==> src/rtl/carregador_operandos_pkg.sv <==
// Shared definitions for the two-operand loader: FSM state encoding, operand
// width and default timing parameters.
package carregador_operandos_pkg;

    typedef enum logic [1:0] {
        OCIOSO   = 2'd0,
        ESPERA_B = 2'd1,
        CALC     = 2'd2,
        MOSTRA   = 2'd3
    } estado_t;

    localparam int LARG               = 4;
    localparam int SYNC_STAGES_PADRAO = 2;
    localparam int CICLOS_CALC_PADRAO = 2;

endpackage

==> src/rtl/detector_borda.sv <==
// Push-button synchroniser and rising-edge detector: one single-cycle evento
// per press, never for a press already held when reset is released.
module detector_borda
    import carregador_operandos_pkg::*;
#(
    parameter int SYNC_STAGES = SYNC_STAGES_PADRAO
) (
    input  logic clk,
    input  logic rst_n,
    input  logic botao,
    output logic evento
);

    logic [SYNC_STAGES-1:0] sinc;
    logic [SYNC_STAGES-1:0] enchido;
    logic                   historico;
    logic                   armado;

    // enchido tracks when sinc holds a real post-reset sample; armado then
    // waits for the button to be seen released before any edge counts.
    always_ff @(posedge clk or negedge rst_n) begin
        if (!rst_n) begin
            sinc      <= '0;
            enchido   <= '0;
            historico <= 1'b0;
            armado    <= 1'b0;
        end else begin
            sinc      <= {sinc[SYNC_STAGES-2:0], botao};
            enchido   <= {enchido[SYNC_STAGES-2:0], 1'b1};
            historico <= sinc[SYNC_STAGES-1];
            armado    <= armado | (enchido[SYNC_STAGES-1] & ~sinc[SYNC_STAGES-1]);
        end
    end

    assign evento = sinc[SYNC_STAGES-1] & ~historico & armado;

endmodule

==> src/rtl/carregador_operandos.sv <==
// Loads minuend and subtrahend from switches on successive button presses,
// waits for the external subtractor to settle, then captures its result.
module carregador_operandos
    import carregador_operandos_pkg::*;
#(
    parameter int SYNC_STAGES = SYNC_STAGES_PADRAO,
    parameter int CICLOS_CALC = CICLOS_CALC_PADRAO
) (
    input  logic            clk,
    input  logic            rst_n,
    input  logic [LARG-1:0] chaves,
    input  logic            botao,
    input  logic            limpar,
    input  logic [LARG-1:0] s_in,
    input  logic            cout_in,
    output logic [LARG-1:0] a,
    output logic [LARG-1:0] b,
    output logic            cin,
    output logic [LARG-1:0] resultado,
    output logic            cout_reg,
    output logic            negativo,
    output logic            pronto,
    output logic [1:0]      estado
);

    localparam int CW = $clog2(CICLOS_CALC + 1);

    estado_t       estado_q;
    estado_t       estado_d;
    logic [CW-1:0] contador;
    logic          evento;

    detector_borda #(
        .SYNC_STAGES(SYNC_STAGES)
    ) u_detector_borda (
        .clk   (clk),
        .rst_n (rst_n),
        .botao (botao),
        .evento(evento)
    );

    assign cin    = 1'b0;
    assign estado = estado_q;

    always_ff @(posedge clk or negedge rst_n) begin
        if (!rst_n) estado_q <= OCIOSO;
        else        estado_q <= estado_d;
    end

    always_comb begin
        estado_d = estado_q;
        if (limpar) begin
            estado_d = OCIOSO;
        end else begin
            case (estado_q)
                OCIOSO:   if (evento) estado_d = ESPERA_B;
                ESPERA_B: if (evento) estado_d = CALC;
                CALC:     if (contador == '0) estado_d = MOSTRA;
                MOSTRA:   if (evento) estado_d = ESPERA_B;
                default:  estado_d = OCIOSO;
            endcase
        end
    end

    // Operands only move on accepted load events, so they are frozen while the
    // subtractor settles; presses during CALC simply fall through.
    always_ff @(posedge clk or negedge rst_n) begin
        if (!rst_n) begin
            a         <= '0;
            b         <= '0;
            resultado <= '0;
            cout_reg  <= 1'b0;
            negativo  <= 1'b0;
            pronto    <= 1'b0;
            contador  <= '0;
        end else if (limpar) begin
            a         <= '0;
            b         <= '0;
            resultado <= '0;
            cout_reg  <= 1'b0;
            negativo  <= 1'b0;
            pronto    <= 1'b0;
            contador  <= '0;
        end else begin
            case (estado_q)
                OCIOSO: begin
                    if (evento) a <= chaves;
                end
                ESPERA_B: begin
                    if (evento) begin
                        b        <= chaves;
                        contador <= CW'(CICLOS_CALC - 1);
                    end
                end
                CALC: begin
                    if (contador == '0) begin
                        resultado <= s_in;
                        cout_reg  <= cout_in;
                        negativo  <= (a < b);
                        pronto    <= 1'b1;
                    end else begin
                        contador <= contador - 1'b1;
                    end
                end
                MOSTRA: begin
                    if (evento) begin
                        pronto <= 1'b0;
                        a      <= chaves;
                    end
                end
                default: ;
            endcase
        end
    end

endmodule

==> config.mk <==
export PLATFORM = sky130hd
export DESIGN_NAME = carregador_operandos
export DESIGN_NICKNAME = d
export VERILOG_FILES = /design/src/rtl/carregador_operandos_pkg.sv /design/src/rtl/detector_borda.sv /design/src/rtl/carregador_operandos.sv
export SDC_FILE = /design/constraint.sdc
export NUM_CORES = 1
export LEC_CHECK = 0
export CAP_MARGIN = 25
export CORE_MARGIN = 2
export CORE_UTILIZATION = 40
export DETAILED_ROUTE_END_ITERATION = 6
export DONT_BUFFER_PORTS = 1
export GPL_TIMING_DRIVEN = 0
export SYNTH_ARGS = -nofsm -noshare
export SYNTH_HDL_FRONTEND = slang
export SYNTH_SLANG_ARGS = --single-unit
==> constraint.sdc <==
create_clock -name clk -period 3 [get_ports clk]
set_input_delay 0.45 -clock clk [delete_from_list [all_inputs] [get_ports clk]]
set_output_delay 0.45 -clock clk [all_outputs]
set_load 0.02 [all_outputs]
==> metrics, run 1 <==
crit-path max FO 7; initial DRC count 19; post-CTS setup repair buffer count 0; htree depth 1; reg-to-reg slack, setup 1.08 ns; Finished Core Util 0.4471; final setup vio count 0; Max Slew Vio Count 0; setup_tns 0 ns; shortest period the worst path allows 1.917 ns; vias in the first global route 812; Mean Syn Cell Area 10.70 um^2; final wirelength 2.217 mm; Cell Rows 20; overall power 0.9723 mW; HP Class in -> reg; f_max 521.7 MHz; Crit Path Class reg -> reg; status complete, no violations; Die ar. 3534 um^2; hold_sp botao; share of the synthesized area in the top cell type 0.5086; synthesized net count 136; reg2reg start estado[1]; CTS tree done; Most used DFF post-synth dfrtp_1; yosys warns 0; drt first pass iters 4; ant diodes 0; total gr overflow 0; combinational share of power 0.335; sequential element share of the synthesized area 0.5086; area delta synth->final 8.240%; cell accounting for the most synthesized area dfrtp_1; Post-Place Cells 148; clk_skew between 0.0015 and 0.002 ns; leakage 0.6244 nW; initial antenna violation count 0; Post-Synthesis Cells ~120; CP Data Arrival Time about 2.1 ns; Clk network pwr share 0.160; share of cells above drive strength 1 0.1074; max_cap viols 0; CTS Buf Count 3; synth cell count leaders dfrtp_1 (25), nand2_1 (11), nor2_1 (10); Die Span X 59.45 um; Clock Tree Root clkbuf_4; CP endpoint kind register; post-route insts no fill about 150; DP Wirelength 1.627 mm; worst setup path start estado[1]; Ports 31; Reg power frac 0.505; Final #Nets 143; most frequent cell after synthesis dfrtp_1; total track usage 0.1356; Req. time, crit path 3.23 ns; pwr dens 730.3 nW/um^2; Remaining DRCs 0; switching power ~0.38 mW; Startpoint Class register; Max VDD drop ~0.37 mV; Final Cycle Share 0.6390; asr flop ratio synth 1.000; Switching Fraction 0.3902; Core Box Area 2978 um^2; # port buffers 0; Post-Syn Area 1230 um^2; Yosys cell types 33; RSZ-0062 raised after global routing no; WL per Instance 14.40 um; Final Hold Fails 0; top post-synthesis cells by area dfrtp_1 (51%), ha_1 (8.1%), mux2i_1 (6.5%); CTS resizes 0; cell internal pwr approximately 0.6 mW; Vias per Instance about 5.2; first-pass GRT wire length 3.629 mm; Clock Sinks 25; GPL Wtd Cong 0.7371; clk slew on worst S/H paths about 0.14 ns; synthesis-stage register bit count 25; Starting Density 0.4130; largest net degree at the start of global routing 26; clk buf depth 2; Clock Latency Late Sink 0.32 ns; chip height 59.45 um; top flop regs a (4), b (4), resultado (4); Post-DRT Antenna Nets 0; vias 799; EDFF count, synth 0
final timing paths:
kind,to,cells after the start
min,u_detector_borda.sinc[0],0
max reg2reg,estado[0],5
min in group asynchronous,resultado[1],2
min reg2reg,u_detector_borda.enchido[1],0
max in group asynchronous,estado[1],2
max,estado[0],5
layout make-up:
cell class | instances | area (um^2)
fillers | 287 | 1647
flip-flops and latches | 25 | 625.6
multi-input cells | 77 | 551.8
well taps | 33 | 41.29
inverters | 9 | 33.78
repair buffers | 2 | 30.03
clock buffers | 3 | 22.52
plain buffers | 4 | 18.77
clock inverters | 1 | 7.507
repair_timing:
| item | in CTS | in global routing |
|---|---|---|
| hold endpoints to repair | 25 | 0 |
| hold buffers | 2 | 0 |
| endpoints found under the setup margin | 0 | 0 |
critical path, stage by stage (launching register included):
cell and delay (ns):
dfrtp_1 0.54, inv_1 0.15, ha_1 0.31, or2_2 0.33, a21oi_1 0.15, mux2_2 0.35
power by group through the flow:
stage / clock network, mW / logic [mW] / registers, mW
finish: 0.156 / 0.325 / 0.491
detailed placement: 0 / 0.317 / 0.499
floorplan: 0 / 0.265 / 0.484
CTS: 0.165 / 0.329 / 0.493
global placement: 0 / 0.309 / 0.497
global route: 0.179 / 0.370 / 0.500
stage by stage:
| stage | setup slack, ns | instance area (um^2) | hold slack [ns] |
|---|---|---|---|
| floorplan | 1.229 | 1230 | 0.1544 |
| global placement | 1.110 | 1271 | 0.1549 |
| detailed placement | 1.079 | 1271 | 0.1548 |
| CTS | 1.050 | 1331 | 0.1136 |
| global route | 0.9819 | 1331 | 0.09076 |
| finish | 1.083 | 1331 | 0.1375 |
logic make-up (layout without fill, tap and decap cells):
group,after synthesis,after routing,share of synthesized area
DFF,25,25,0.5086
AOI/OAI and AO/OA,22,22,0.1262
and+or+nand+nor,36,36,0.1607
other,2,2,0.006106
adders and majority gates,8,8,0.08139
buffers and inverters,13,19,0.04273
muxes,9,9,0.07426
placed cells by master (no fill, tap or decap), types with 2 or more instances in the layout:
cell	count
ha_1	8
conb_1	2
clkbuf_4	3
nand2b_1	4
nand2_1	11
o21ai_0	4
dfrtp_1	25
a21oi_1	8
clkbuf_1	2
inv_1	9
nand3b_1	2
mux2i_1	8
nor2_1	10
or3_1	2
per-layer routing:
metal / up-vias / global-route usage / routed length (um)
met5: - / 0 / 0
met4: 0 / 0.02922 / 10
met3: 2 / 0.05895 / 138
met2: 20 / 0.2214 / 1094
met1: 373 / 0.1657 / 975
li1: 404 / - / -
(Power assumes the default switching activity.)
==> run 2: changes to the inputs <==
==> constraint.sdc (replaced) <==
create_clock -name clk -period 1.6 [get_ports clk]
set_input_delay 0.24 -clock clk [delete_from_list [all_inputs] [get_ports clk]]
set_output_delay 0.24 -clock clk [all_outputs]
set_load 0.02 [all_outputs]
==> run 2 against run 1 <==
Combinational power rose to 2.6 times the previous value; flip-flop and latch count unchanged; largest power group unchanged; global-route usage up 0.34 points; first-iteration DRC count down 11%; cell count up 5.8%; register-to-register slack worse by 1.1 ns; core utilization up 4.1 points; sequential power up 91%; clock-buffer cell count up 1; power up 110%.
==> metrics, run 2 (same netlist as run 1, synthesis figures left out) <==
combinational share of power 0.407; top flop regs a (4), b (4), resultado (4); most frequent cells in the layout dfrtp_1 (22), nand2_1 (11), nor2_1 (10), buf_4 (10), mux2i_1 (8); f_max 630.6 MHz; Final Hold Fails 0; final setup margin 0.01421 ns; total gr overflow 0; RSZ-0062 raised after global routing yes; Most Used Layer, Global Route met2; Ports 31; Final #Nets 152; met3 GRT Util 0.03275; drt first pass iters 4; clk_skew approximately 0.0079 ns; largest net degree at the start of global routing 26; max_cap viols 0; vias about 870; total track usage 0.1390; Crit Path Class reg -> reg; leakage 0.6733 nW; Remaining DRCs 0; global-route met2 utilization 0.2323; Req. time, crit path 1.82 ns; ant diodes 0; CP bufs+invs 1; DP Wirelength 1.662 mm; Cell Rows 20; critical path's top delay family flip-flops; Clock Latency Late Sink 0.32 ns; clk slew on worst S/H paths 0.13 ns; Starting Density 0.4130; CTS Buf Count 3; initial DRC count 17; area delta synth->final 18.21%; switching power 0.7509 mW; GPL Wtd Cong roughly 0.74; vias in the first global route 855; shortest period the worst path allows around 1.6 ns; first-pass GRT wire length around 3.7 mm; Finished Core Util 0.4882; initial antenna violation count 0; Cell Chain, Critical Path inv_2, ha_4, or2_4, a21oi_2, mux2_4; share of cells above drive strength 1 0.2385; CP Data Arrival Time 1.80 ns; crit-path max FO 5; Max VDD drop 0.6476 mV; Die Span X 59.45 um; status complete, no violations; dpl ws -0.05922 ns; Vias per Instance 5.313; clk buf depth 2; Clock Sinks 25; HP Class in -> reg; final wirelength 2.252 mm; critical path's slowest cell dfrtp_2; commonest non-fill, non-tap cell in the layout dfrtp_1; Die ar. 3534 um^2; CTS tree done; cell internal pwr 1.300 mW; htree depth 1; Clock Tree Root clkbuf_4; Reg power frac 0.457; met1 GRT Util 0.1748; max incr delay on CP 0.52 ns; final setup vio count 0; CP endpoint kind register; Startpoint Class register; Switching Fraction 0.3662; Post-DRT Antenna Nets 0; overall power 2.051 mW; # port buffers 0; Max Slew Vio Count 0; Clk network pwr share 0.136; chip height 59.45 um; Final Cycle Share 0.9911; Core Box Area 2978 um^2; pwr dens 1410 nW/um^2; WL per Instance roughly 14 um
==> run 2: cell count changes in the layout (fill, tap and decap cells not counted), moves of 2 or more <==
cell     previous run  this run
inv_1               9         7
inv_2               0         2
dfrtp_1            25        22
buf_4               1        10
ha_1                8         5
ha_4                0         3
dfrtp_2             0         3
==> run 2: routing by layer <==
| metal | share of wire | vias to the layer above |
|---|---|---|
| met4 | 0.012 | 0 |
| met5 | 0 | - |
| met1 | 0.42 | 420 |
| met2 | 0.52 | 21 |
| li1 | - | 421 |
| met3 | 0.049 | 4 |
==> run 2: worst reg2reg max path, stage by stage (launching register included) <==
cell	delay, ns
dfrtp_2	0.52
inv_2	0.11
ha_4	0.20
or2_4	0.22
a21oi_2	0.13
mux2_4	0.31
==> run 2: power groups by stage <==
stage	clock (mW)	sequential [mW]	combinational (mW)
3_3_place_gp	0	0.951	0.635
6_report	0.278	0.937	0.835
2_1_floorplan	0	0.929	0.551
5_1_grt	0.319	0.952	0.949
3_5_place_dp	0	0.958	0.649
4_1_cts	0.290	0.941	0.756
==> run 2: layout make-up <==
type | instances | area (um^2)
flip-flops and latches | 25 | 629.4
fillers | 281 | 1524
repair buffers | 12 | 107.6
plain buffers | 3 | 15.01
clock buffers | 4 | 26.28
inverters | 9 | 33.78
well taps | 33 | 41.29
multi-input cells | 77 | 600.6
==> run 2: timing repair <==
item / 4_1_cts / 5_1_grt
setup endpoints to repair: 7 / 4
hold buffers: 3 / 0
setup buffers: 4 / 5
hold endpoints to repair: 26 / 0
resized for setup: 4 / 2
pin swaps: 2 / 1
==> run 2: per-stage QoR <==
stage          setup TNS [ns]  hold WS [ns]  area (um^2)  instances
2_1_floorplan               0      -0.05559         1261        115
3_3_place_gp         -0.08121      -0.05491         1303        148
3_5_place_dp          -0.1210      -0.05488         1303        148
4_1_cts             -0.008885       0.02795         1405        158
5_1_grt              -0.05402       0.02500         1454        163
6_report                    0       0.04067         1454        163
==> run 2: worst paths after layout <==
path | start | to | slack [ns] | depth (start not counted)
max in group asynchronous | rst_n | b[1] | 1.10 | 2
max | estado[0] | estado[0] | 0.01 | 5
min reg2reg | u_detector_borda.enchido[0] | u_detector_borda.enchido[1] | 0.36 | 0
min | s_in[1] | resultado[1] | 0.04 | 2
min in group asynchronous | rst_n | contador[0] | 0.32 | 2
max reg2reg | estado[0] | estado[0] | 0.01 | 5
==> run 3: changes to the inputs <==
==> constraint.sdc (replaced) <==
create_clock -name clk -period 1.32 [get_ports clk]
set_input_delay 0.198 -clock clk [delete_from_list [all_inputs] [get_ports clk]]
set_output_delay 0.198 -clock clk [all_outputs]
set_load 0.02 [all_outputs]
==> run 3 against run 2 <==
The flow now finishes with violations (setup timing); clock power up 28%; register-to-register slack worse by 0.28 ns; critical endpoint unchanged; non-clock buffer count increased by 8; wire length grew 18%; sequential share of layout area down 4.9 points; clock skew is 0.0010 ns lower; critical path depth is the same; cell count up 4.9%; largest power group is now combinational logic; first-iteration DRC count increased by 47%; power increased by 38%; critical path type unchanged; die area is the same.
==> metrics, run 3 (same netlist as run 1, synthesis figures left out) <==
total track usage 0.1551; final setup margin -0.2661 ns; CP endpoint kind register; clk buf depth 2; # port buffers 0; Vias per Instance 5.368; Worst Max-Slew Pin Slew around 0.6 ns; ant diodes 0; Crit Path Class reg -> reg; Min Hold Slack approximately 0.012 ns; vias in the first global route around 940; switching power 1.076 mW; Clock Tree Root clkbuf_4; drt first pass iters 4; Switching Fraction 0.3811; dpl ws -0.3000 ns; failing checks setup timing; CTS tree done; final wirelength 2.648 mm; clk_skew 0.006878 ns; post-route insts no fill 171; combinational share of power 0.470; Req. time, crit path ~1.5 ns; max_cap viols 0; status finished with violations; WL per Instance ~15 um; overall power ~2.8 mW; pwr dens 1718 nW/um^2; initial DRC count 25; Clock Sinks 25; CTS Buf Count 3; Die Span X 59.45 um; Cell Rows 20; Final #Nets 160; share of cells above drive strength 1 0.3986; HP Class in -> reg; Clock Latency Late Sink 0.33 ns; Final Cycle Share 1.202; GPL Wtd Cong about 0.72; Clk network pwr share 0.126; Reg power frac 0.405; CP Data Arrival Time 1.81 ns; Max VDD drop 0.7280 mV; first-pass GRT wire length 4.126 mm; total gr overflow 0; leakage 0.7362 nW; top flop regs a (4), b (4), resultado (4); Final Hold Fails 0; commonest non-fill, non-tap cell in the layout dfrtp_1; crit-path max FO 5; most frequent cells in the layout dfrtp_1 (21), nor2_1 (10), a21oi_2 (8), mux2i_1 (8); clk slew on worst S/H paths 0.14 ns; Starting Density 0.4130; Post-DRT Antenna Nets 0; Die ar. 3534 um^2; Post-Place Cells 148; Slew HR 0.5955; Core Box Area between 2000 and 3000 um^2; shortest period the worst path allows 1.586 ns; Remaining DRCs 0; htree depth 1; area delta synth->final 33.57%; chip height 59.45 um; cell internal pwr between 1.5 and 2 mW; f_max 630.5 MHz; RSZ-0062 raised after global routing yes; DP Wirelength 1.643 mm; Ports 31; vias 918; Startpoint Class register; final setup vio count 19; setup_tns -2.511 ns; initial antenna violation count 0; Max Slew Vio Count 0; largest net degree at the start of global routing 26
## run 3: cell types whose count changed in the layout (fill, tap and decap cells not counted), moves of 2 or more
cell / before / now
dlygate4sd3_1: 2 / 7
buf_6: 0 / 6
buf_4: 10 / 7
nand2_1: 11 / 5
a21oi_1: 7 / 0
a21oi_2: 1 / 8
o21ai_0: 4 / 2
nand2_2: 0 / 5
## run 3: routing by layer
metal  track usage  wire [um]
met5             0          0
met4       0.06818         22
met3       0.03275        140
met2        0.2606       1362
met1        0.1901       1123
## run 3: per-stage QoR
stage,cell area (um^2),util
2_1_floorplan,1272,-
3_3_place_gp,1314,0.4412
3_5_place_dp,1314,0.4412
4_1_cts,1516,0.5092
5_1_grt,1643,0.5517
6_report,1643,0.5517
## run 3: repair_timing
action	in CTS	in global routing
pin swaps	2	10
setup endpoints to repair	16	19
endpoints found under the hold margin	31	0
gates resized for setup	12	20
setup buffers	5	7
hold buffers	8	0
## run 3: power groups by stage
stage,Sequential [mW],Clock [mW],Combinational (mW)
after floorplan,1.13,0,0.717
after global placement,1.16,0,0.821
after detailed placement,1.16,0,0.838
after CTS,1.15,0.371,1.07
after global routing,1.16,0.396,1.45
final,1.14,0.355,1.33
## run 3: cell type report
| cell class | instances | area [um^2] |
|---|---|---|
| fill | 257 | 1335 |
| timing repair buffer | 20 | 202.7 |
| tap | 33 | 41.29 |
| buffer | 3 | 15.01 |
| inverter | 9 | 33.78 |
| clock buffer | 3 | 22.52 |
| sequential | 25 | 630.6 |
| multi-input combinational | 77 | 691.9 |
| clock inverter | 1 | 5.005 |
## run 3: final timing paths
path | start | endpoint | slack [ns] | cells after the start
max in group asynchronous | rst_n | estado[0] | 0.87 | 2
worst min-delay path | chaves[0] | b[0] | 0.01 | 2
worst max-delay path | estado[0] | estado[0] | -0.27 | 5
worst max register to register | estado[0] | estado[0] | -0.27 | 5
worst min register to register | u_detector_borda.sinc[0] | u_detector_borda.sinc[1] | 0.37 | 0
min in group asynchronous | rst_n | resultado[0] | 0.28 | 2
## run 3: critical path: stages (launching register included)
cell,delay (ns)
dfrtp_2,0.52
inv_2,0.11
ha_4,0.20
or2_4,0.22
a21oi_2,0.13
mux2_4,0.31
